===== src/rtl/pipe_pkg.sv =====
// Shared types for the fetch/decode pipeline register.
// The fetch_t widths match the default XLEN/ILEN of 32.
package pipe_pkg;

  localparam int unsigned PKG_XLEN = 32;
  localparam int unsigned PKG_ILEN = 32;

  // Canonical RISC-V NOP: addi x0, x0, 0
  localparam logic [31:0] RV_NOP_INSTR = 32'h0000_0013;

  typedef struct packed {
    logic [PKG_ILEN-1:0] instr;
    logic [PKG_XLEN-1:0] pc;
    logic [PKG_XLEN-1:0] pc_inc;
  } fetch_t;

  typedef enum logic [1:0] {
    ST_EMPTY = 2'd0,
    ST_BUSY  = 2'd1,
    ST_FULL  = 2'd2
  } skid_state_e;

endpackage


===== src/rtl/pipe_stage_reg_skid_buffer.sv =====
// Two-entry skid buffer, generic over payload type T.
// in_ready comes from a flop, so out_ready never reaches it combinationally.
module skid_buffer
  import pipe_pkg::*;
#(
  parameter type T = fetch_t
) (
  input  logic clk,
  input  logic rst,
  input  logic flush_i,
  input  logic valid_i,
  output logic ready_o,
  input  T     data_i,
  output logic valid_o,
  input  logic ready_i,
  output T     data_o
);

  skid_state_e state_q, state_d;
  T            main_q, main_d;
  T            skid_q, skid_d;
  logic        ready_q;
  logic        in_beat;
  logic        out_beat;

  assign in_beat  = valid_i && ready_q;
  assign out_beat = (state_q != ST_EMPTY) && ready_i;

  always_comb begin
    state_d = state_q;
    main_d  = main_q;
    skid_d  = skid_q;
    if (flush_i) begin
      state_d = ST_EMPTY;
    end else begin
      unique case (state_q)
        ST_EMPTY: begin
          if (in_beat) begin
            state_d = ST_BUSY;
            main_d  = data_i;
          end
        end
        ST_BUSY: begin
          if (in_beat && !out_beat) begin
            state_d = ST_FULL;
            skid_d  = data_i;
          end else if (in_beat) begin
            main_d = data_i;
          end else if (out_beat) begin
            state_d = ST_EMPTY;
          end
        end
        ST_FULL: begin
          if (out_beat) begin
            state_d = ST_BUSY;
            main_d  = skid_q;
          end
        end
        default: state_d = ST_EMPTY;
      endcase
    end
  end

  always_ff @(posedge clk or posedge rst) begin
    if (rst) begin
      state_q <= ST_EMPTY;
      main_q  <= '0;
      skid_q  <= '0;
      ready_q <= 1'b1;
    end else begin
      state_q <= state_d;
      main_q  <= main_d;
      skid_q  <= skid_d;
      ready_q <= (state_d != ST_FULL);
    end
  end

  // Flush drops whatever is offered, so the upstream may always retire it.
  assign ready_o = ready_q || flush_i;
  assign valid_o = (state_q != ST_EMPTY);
  assign data_o  = main_q;

endmodule


===== src/rtl/pipe_stage_reg.sv =====
// IF/ID pipeline register with flush and a stall performance counter.
// Define PIPE_STAGE_SKID_EN to use a registered-ready skid buffer.
module pipe_stage_reg
  import pipe_pkg::*;
#(
  parameter int unsigned     XLEN      = 32,
  parameter int unsigned     ILEN      = 32,
  parameter int unsigned     CNT_W     = 16,
  parameter logic [ILEN-1:0] NOP_INSTR = ILEN'(RV_NOP_INSTR)
) (
  input  logic             clk,
  input  logic             rst,
  input  logic             in_valid,
  output logic             in_ready,
  input  logic [ILEN-1:0]  in_instr,
  input  logic [XLEN-1:0]  in_pc,
  input  logic [XLEN-1:0]  in_pc_inc,
  output logic             out_valid,
  input  logic             out_ready,
  output logic [ILEN-1:0]  out_instr,
  output logic [XLEN-1:0]  out_pc,
  output logic [XLEN-1:0]  out_pc_inc,
  input  logic             flush,
  input  logic             stall_clr,
  output logic [CNT_W-1:0] stall_cnt
);

  typedef struct packed {
    logic [ILEN-1:0] instr;
    logic [XLEN-1:0] pc;
    logic [XLEN-1:0] pc_inc;
  } payload_t;

  payload_t         in_pay;
  payload_t         out_pay;
  logic [CNT_W-1:0] stall_q, stall_d;

  assign in_pay = '{instr: in_instr, pc: in_pc, pc_inc: in_pc_inc};

`ifdef PIPE_STAGE_SKID_EN
  skid_buffer #(
    .T(payload_t)
  ) u_skid (
    .clk    (clk),
    .rst    (rst),
    .flush_i(flush),
    .valid_i(in_valid),
    .ready_o(in_ready),
    .data_i (in_pay),
    .valid_o(out_valid),
    .ready_i(out_ready),
    .data_o (out_pay)
  );
`else
  payload_t main_q, main_d;
  logic     valid_q, valid_d;

  assign in_ready = flush || !valid_q || out_ready;

  // Payload is kept on flush so pc/pc_inc stay observable.
  always_comb begin
    main_d  = main_q;
    valid_d = valid_q;
    if (flush) begin
      valid_d = 1'b0;
    end else if (in_valid && in_ready) begin
      main_d  = in_pay;
      valid_d = 1'b1;
    end else if (out_ready) begin
      valid_d = 1'b0;
    end
  end

  always_ff @(posedge clk or posedge rst) begin
    if (rst) begin
      main_q  <= '0;
      valid_q <= 1'b0;
    end else begin
      main_q  <= main_d;
      valid_q <= valid_d;
    end
  end

  assign out_valid = valid_q;
  assign out_pay   = main_q;
`endif

  assign out_instr  = out_valid ? out_pay.instr : NOP_INSTR;
  assign out_pc     = out_pay.pc;
  assign out_pc_inc = out_pay.pc_inc;

  always_comb begin
    stall_d = stall_q;
    if (stall_clr) begin
      stall_d = '0;
    end else if (out_valid && !out_ready && (stall_q != '1)) begin
      stall_d = stall_q + CNT_W'(1);
    end
  end

  always_ff @(posedge clk or posedge rst) begin
    if (rst) begin
      stall_q <= '0;
    end else begin
      stall_q <= stall_d;
    end
  end

  assign stall_cnt = stall_q;

endmodule


===== config.mk =====
export PLATFORM = sky130hd
export DESIGN_NAME = pipe_stage_reg
export DESIGN_NICKNAME = d
export VERILOG_FILES = /design/src/rtl/pipe_pkg.sv /design/src/rtl/pipe_stage_reg_skid_buffer.sv /design/src/rtl/pipe_stage_reg.sv
export SDC_FILE = /design/constraint.sdc
export NUM_CORES = 1
export LEC_CHECK = 0
export ABC_AREA = 1
export CAP_MARGIN = 5
export CORE_UTILIZATION = 48
export CTS_BUF_LIST = sky130_fd_sc_hd__clkbuf_4 sky130_fd_sc_hd__clkbuf_8
export DETAILED_ROUTE_END_ITERATION = 7
export PLACE_DENSITY = 0.88
export RECOVER_POWER = 25
export SYNTH_ARGS = -nofsm -noshare
export SYNTH_HDL_FRONTEND = slang
export SYNTH_SLANG_ARGS = --single-unit

===== constraint.sdc =====
create_clock -name clk -period 5.24 [get_ports clk]
set_input_delay 0.524 -clock clk [delete_from_list [all_inputs] [get_ports clk]]
set_output_delay 0.524 -clock clk [all_outputs]
set_load 0.005 [all_outputs]

**Word level (Yosys, flattened, before mapping)**

Cells that the tools add are included.
W data, S select, Z words.

- Multiplexer cells: 6
- Equal/unequal tests: 1
- Bitwise logic cells: 1
- Reduce and logical (&&, ||, !) cells: 10
- Add/subtract/negate cells: 1

Operators with widths:

| cell | count |
|---|---|
| $mux W16 | 2 |
| $mux W32 | 1 |
| $add A16 B1 Y16 const B | 1 |
| $ne A16 B16 Y1 const B | 1 |
| $logic_and A1 B1 Y1 | 3 |
| $mux W1 | 3 |
| $reduce_bool A3 Y1 | 1 |
| $logic_not A1 Y1 | 2 |
| $logic_or A1 B1 Y1 | 2 |
| $reduce_and A2 Y1 | 1 |
| $reduce_bool A2 Y1 | 1 |
| $not A1 Y1 | 1 |

- Output and inout bits: 114
- Register bits after elaboration: 113

**Longest topological paths before layout**

- Depth in word-level cells: 6
- Mapped depth: 10
- Depth with buffers taken out: 9

**Worst setup path after synthesis**

OpenSTA, ideal clock, no wires.

- Kind: register to register
- Start: reg stall_q[0], in the netlist stall_cnt[0]
- End: reg stall_q[8], in the netlist stall_cnt[8]
- Stages on the path, launching flop included: 11
- Required time: 5.123 ns
- Period minus slack after synthesis: 1.546 ns
- Arrival: 1.429 ns
- Setup slack: 3.694 ns
- Cells stage by stage: dfrtp_1 > ha_1 > nand2_1 > nor2_1 > nand2_2 > nor2_4 > o21ai_2 > clkinv_2 > buf_6 > nand2_1 > nand2_1

- Cells in the longest elaborated chain, start to end: 3
- Elaborated cells between the ends (all ways): 6

Ends and longest elaborated chain:

| what | RTL line | text |
|---|---|---|
| start: declaration | pipe_stage_reg.sv:36 | `logic [CNT_W-1:0] stall_q, stall_d;` |
| start signal: assignment | pipe_stage_reg.sv:105 | `stall_q <= stall_d;` |
| $add A16 B1 Y16 or $ne A16 B16 Y1 (tied branches) | pipe_stage_reg.sv:97, pipe_stage_reg.sv:96 |  |
| $mux W16 or $logic_and A1 B1 Y1 (tied branches) | pipe_stage_reg.sv:96 | `end else if (out_valid && !out_ready && (stall_q != '1)) begin` |
| $mux W16 or $reduce_bool A2 Y1 (tied branches) | - |  |

Parallel ways exist; a longest one is shown, timed or not. The select of a mux whose other input is x is not followed.
A chain may end at the register's enable or synchronous reset.

==> results by group <==
CTS
  – TritonCTS clock tree: built
  – Num CTS Buffers: 17
  – Post-CTS Resized: 0
  – Num Clock Sinks: roughly 110
  – Setup bufs post-CTS: 0
  – Number of levels the H-tree was split into: 4
  – Worst-skew pair later-pin latency: 420 ps
  – Cell chosen for the clock root: clkbuf_8
  – Post-cts hold buffer count: 0
  – Largest buffer count on any clock path: 2
  – Clock input transition at the sequential cells of the worst setup and hold paths: approximately 60 ps

Timing
  – Maximum clock skew at final layout: 7.17 ps
  – Max-slew violation total from the final report: between 70 and 80
  – Setup TNS Final: 0 ps
  – Least-Margin Pin Slew: approximately 3300 ps
  – Share of the clock period used by the worst path: 0.591
  – Peak clock frequency supported by timing: between 300 and 400 MHz
  – Final setup violating endpoints: 0
  – Max_slew headroom: -1.20
  – Number of hold violations in the final report: 0
  – Setup repair after global routing missed its margin: false
  – Post-layout minimum cycle time: 3100 ps

Finish
  – Post-layout utilization of the core: 0.693
  – Post-synthesis to final-layout area growth: 40.0%
  – Number of antenna cells inserted: 0
  – Number of inserted filler cells in the final layout: 786
  – Seq. cell area: 2830 sq um
  – Final nets: 752
  – Total area of multi-input combinational cells: approximately 1800 sq um
  – Post-route cell area: 7510 sq um
  – Ratio of cells with drive above 1 in the final layout: 0.199

Setup path
  – Maximum fanout encountered on the critical timing path: 77
  – Critical Path, Cell by Cell: dlygate4sd3_1 -> clkinvlp_2 -> buf_4
  – Worst R2R End: out_pc_inc[30]
  – Startpoint of the worst-slack reg-to-reg timing path: out_valid
  – Length in cells of the worst reg-to-reg path: 6
  – Endpoint required time on the critical path: 5780 ps
  – Origin of the worst setup path: rst
  – Sort of element at the start of the critical path: primary input
  – CP Buf/Inv Count: 3
  – Cell type group with the largest total delay on the critical path: buffers and inverters
  – Signal arrival time at the worst endpoint: 3640 ps
  – Slowest cell on the critical path: clkinvlp_2
  – Critical Setup Path Class: primary input to async pin
  – Largest stage delay on the critical path: 1850 ps
  – Setup slack of the worst register-to-register path: 2980 ps
  – Sort of element at the end of the critical path: async pin

Detailed routing
  – Total wirelength of the detailed-routed design: roughly 12000 um
  – Routed via count: 3854
  – First-pass iteration count of the detailed router: 4
  – Average via count per standard cell: 4.81
  – Drc violations: 0
  – ANT nets after route: 0
  – Detailed Route Iter0 Violations: 143
  – Average routed wire per standard cell: between 10 and 15 um

Logic synthesis
  – Post-synth top area cell: dfrtp_1
  – List of most frequent post-synthesis cells: dfrtp_1, nand2_1, mux2_2
  – Portion of the post-synthesis area used by sequential elements: 0.527
  – Number of distinct standard cells referenced by the synthesized netlist: 25
  – Synthesis-stage register bit count: 113
  – Mapped Cells: 493
  – Number of enable flip-flop cells after synthesis: 0
  – Most repeated cell in the gate-level netlist after synthesis: dfrtp_1
  – Fraction of synthesized cell area taken by the top area cell type: 0.527
  – Most used DFF post-synth: dfrtp_1
  – FFs w/ async S/R, synth: 1.00
  – Synthesized area divided by synthesized cell count: 10.9 sq um
  – Largest cells by area after synthesis: dfrtp_1, mux2_2, buf_4
  – Count of synthesis-stage warnings from yosys: 0
  – Cell Area, Synth: 5360 sq um
  – Net Count, Synth: 596

Global routing
  – Number of global-route vias before repair: approximately 4k
  – Grt total ovfl: 0
  – Largest net degree at the start of global routing: 79
  – First-pass GRT wire length: 18900 um
  – Overall global routing resource usage: 0.213
  – Antenna violations before repair: 0

Placed design
  – IO Port Bufs: 215
  – Cell area reported after detailed placement: approximately 7000 sq um
  – Routability cong.: 0.873
  – HPWL after DPL: 8660 um

Power
  – Total leakage power: approximately 3.4 nW
  – Max IR drop VDD: between 0.15 and 0.2 mV
  – Power Total: 2.38 mW
  – Power density over cell area: about 320 nW/um^2

Outcome
  – Violations in the final reports: max-capacitance violations, max-slew violations
  – Status: finished, violations left

Hold path
  – Number of cells traversed by the worst hold path: 1
  – Hold path endpoint: out_pc_inc[8]
  – Min-delay src: out_pc_inc[8]
  – Classification of the worst-slack hold path: flop to flop

Die
  – Die Span Y: 108 um
  – Std-Cell Rows: 38
  – Num ports: approximately 220
  – Initial Utilization: 0.495
  – Width of the chip: 108 um
  – Placeable Area: about 11000 sq um
  – Total die area: 11600 sq um

Job
  – Reported max-cap violation count: 1
-- where the power goes --
group | internal [mW] | total [mW] | switching [mW]
registers | 1.00 | 1.07 | 0.0658
logic | 0.355 | 0.518 | 0.162
clock network | 0.446 | 0.792 | 0.346
-- layout make-up --
| cell class | instances | area share |
|---|---|---|
| Clock buffer | 21 | 0.0360 |
| Inverter | 47 | 0.0238 |
| Timing Repair Buffer | 218 | 0.290 |
| Clock inverter | 11 | 0.0152 |
| Multi-Input combinational cell | 252 | 0.236 |
| Tap cell | 140 | 0.0233 |
| Sequential cell | 113 | 0.377 |
-- worst max-delay path by stage --
stage / to / slack (ps) / cells past startpoint
final: out_pc[8] / 2140 / 3
after global routing: out_pc[10] / 1540 / 3
after CTS: in_ready / 2810 / 5
after detailed placement: out_pc_inc[29] / 2370 / 6
after global placement: out_pc_inc[1] / 2450 / 6
after floorplan: main_q[64] / 1730 / 1
-- cells in the final DEF, fill, tap and decap left out, drive strengths merged --
cell           synthesis  layout
nand4                 10      10
buf                   78       3
mux2                  93      93
nor2                  26      26
clkinvlp               0       3
or2                    2       2
xor2                   3       3
dfrtp                113     113
nand2                 89      89
clkinv                 1       8
a21oi                  7       7
clkbuf                 3      21
bufinv                 0       2
dlygate4sd3            0       7
inv                   46      45
o21ai                  3       3
ha                     1       1
nand3                 17      17
o21bai                 1       1
clkdlybuf4s50          0     208
-- sequential cells by signal, indices dropped and copies added, names as in the netlist --
signal      flops
stall_cnt      16
out_pc_inc     32
main_q         32
out_pc         32
out_valid       1
-- layer usage --
metal	vias up	GRT usage	routed length, um
met5	-	0	0
li1	1832	-	-
met4	0	0.0920	299
met3	27	0.0745	995
met2	172	0.358	5890
met1	1823	0.247	4670
-- through the flow --
step	cells	hold WS, ps	setup WS [ps]
after floorplan	493	465	1730
after global placement	770	476	2450
after detailed placement	770	480	2370
after CTS	802	494	2810
after global routing	802	504	1540
final	802	490	2140
-- cell families after synthesis --
family                   Yosys count  share of synthesized area
AO/OA/AOI/OAI                     11                     0.0114
XOR/XNOR                           3                    0.00490
AND/OR/NAND/NOR                  144                      0.115
adder cells (fa/ha/maj)            1                    0.00233
buffers and inverters            128                      0.143
flip-flops                       113                      0.527
multiplexers                      93                      0.195
No activity file was read; power rests on OpenSTA's default activity.
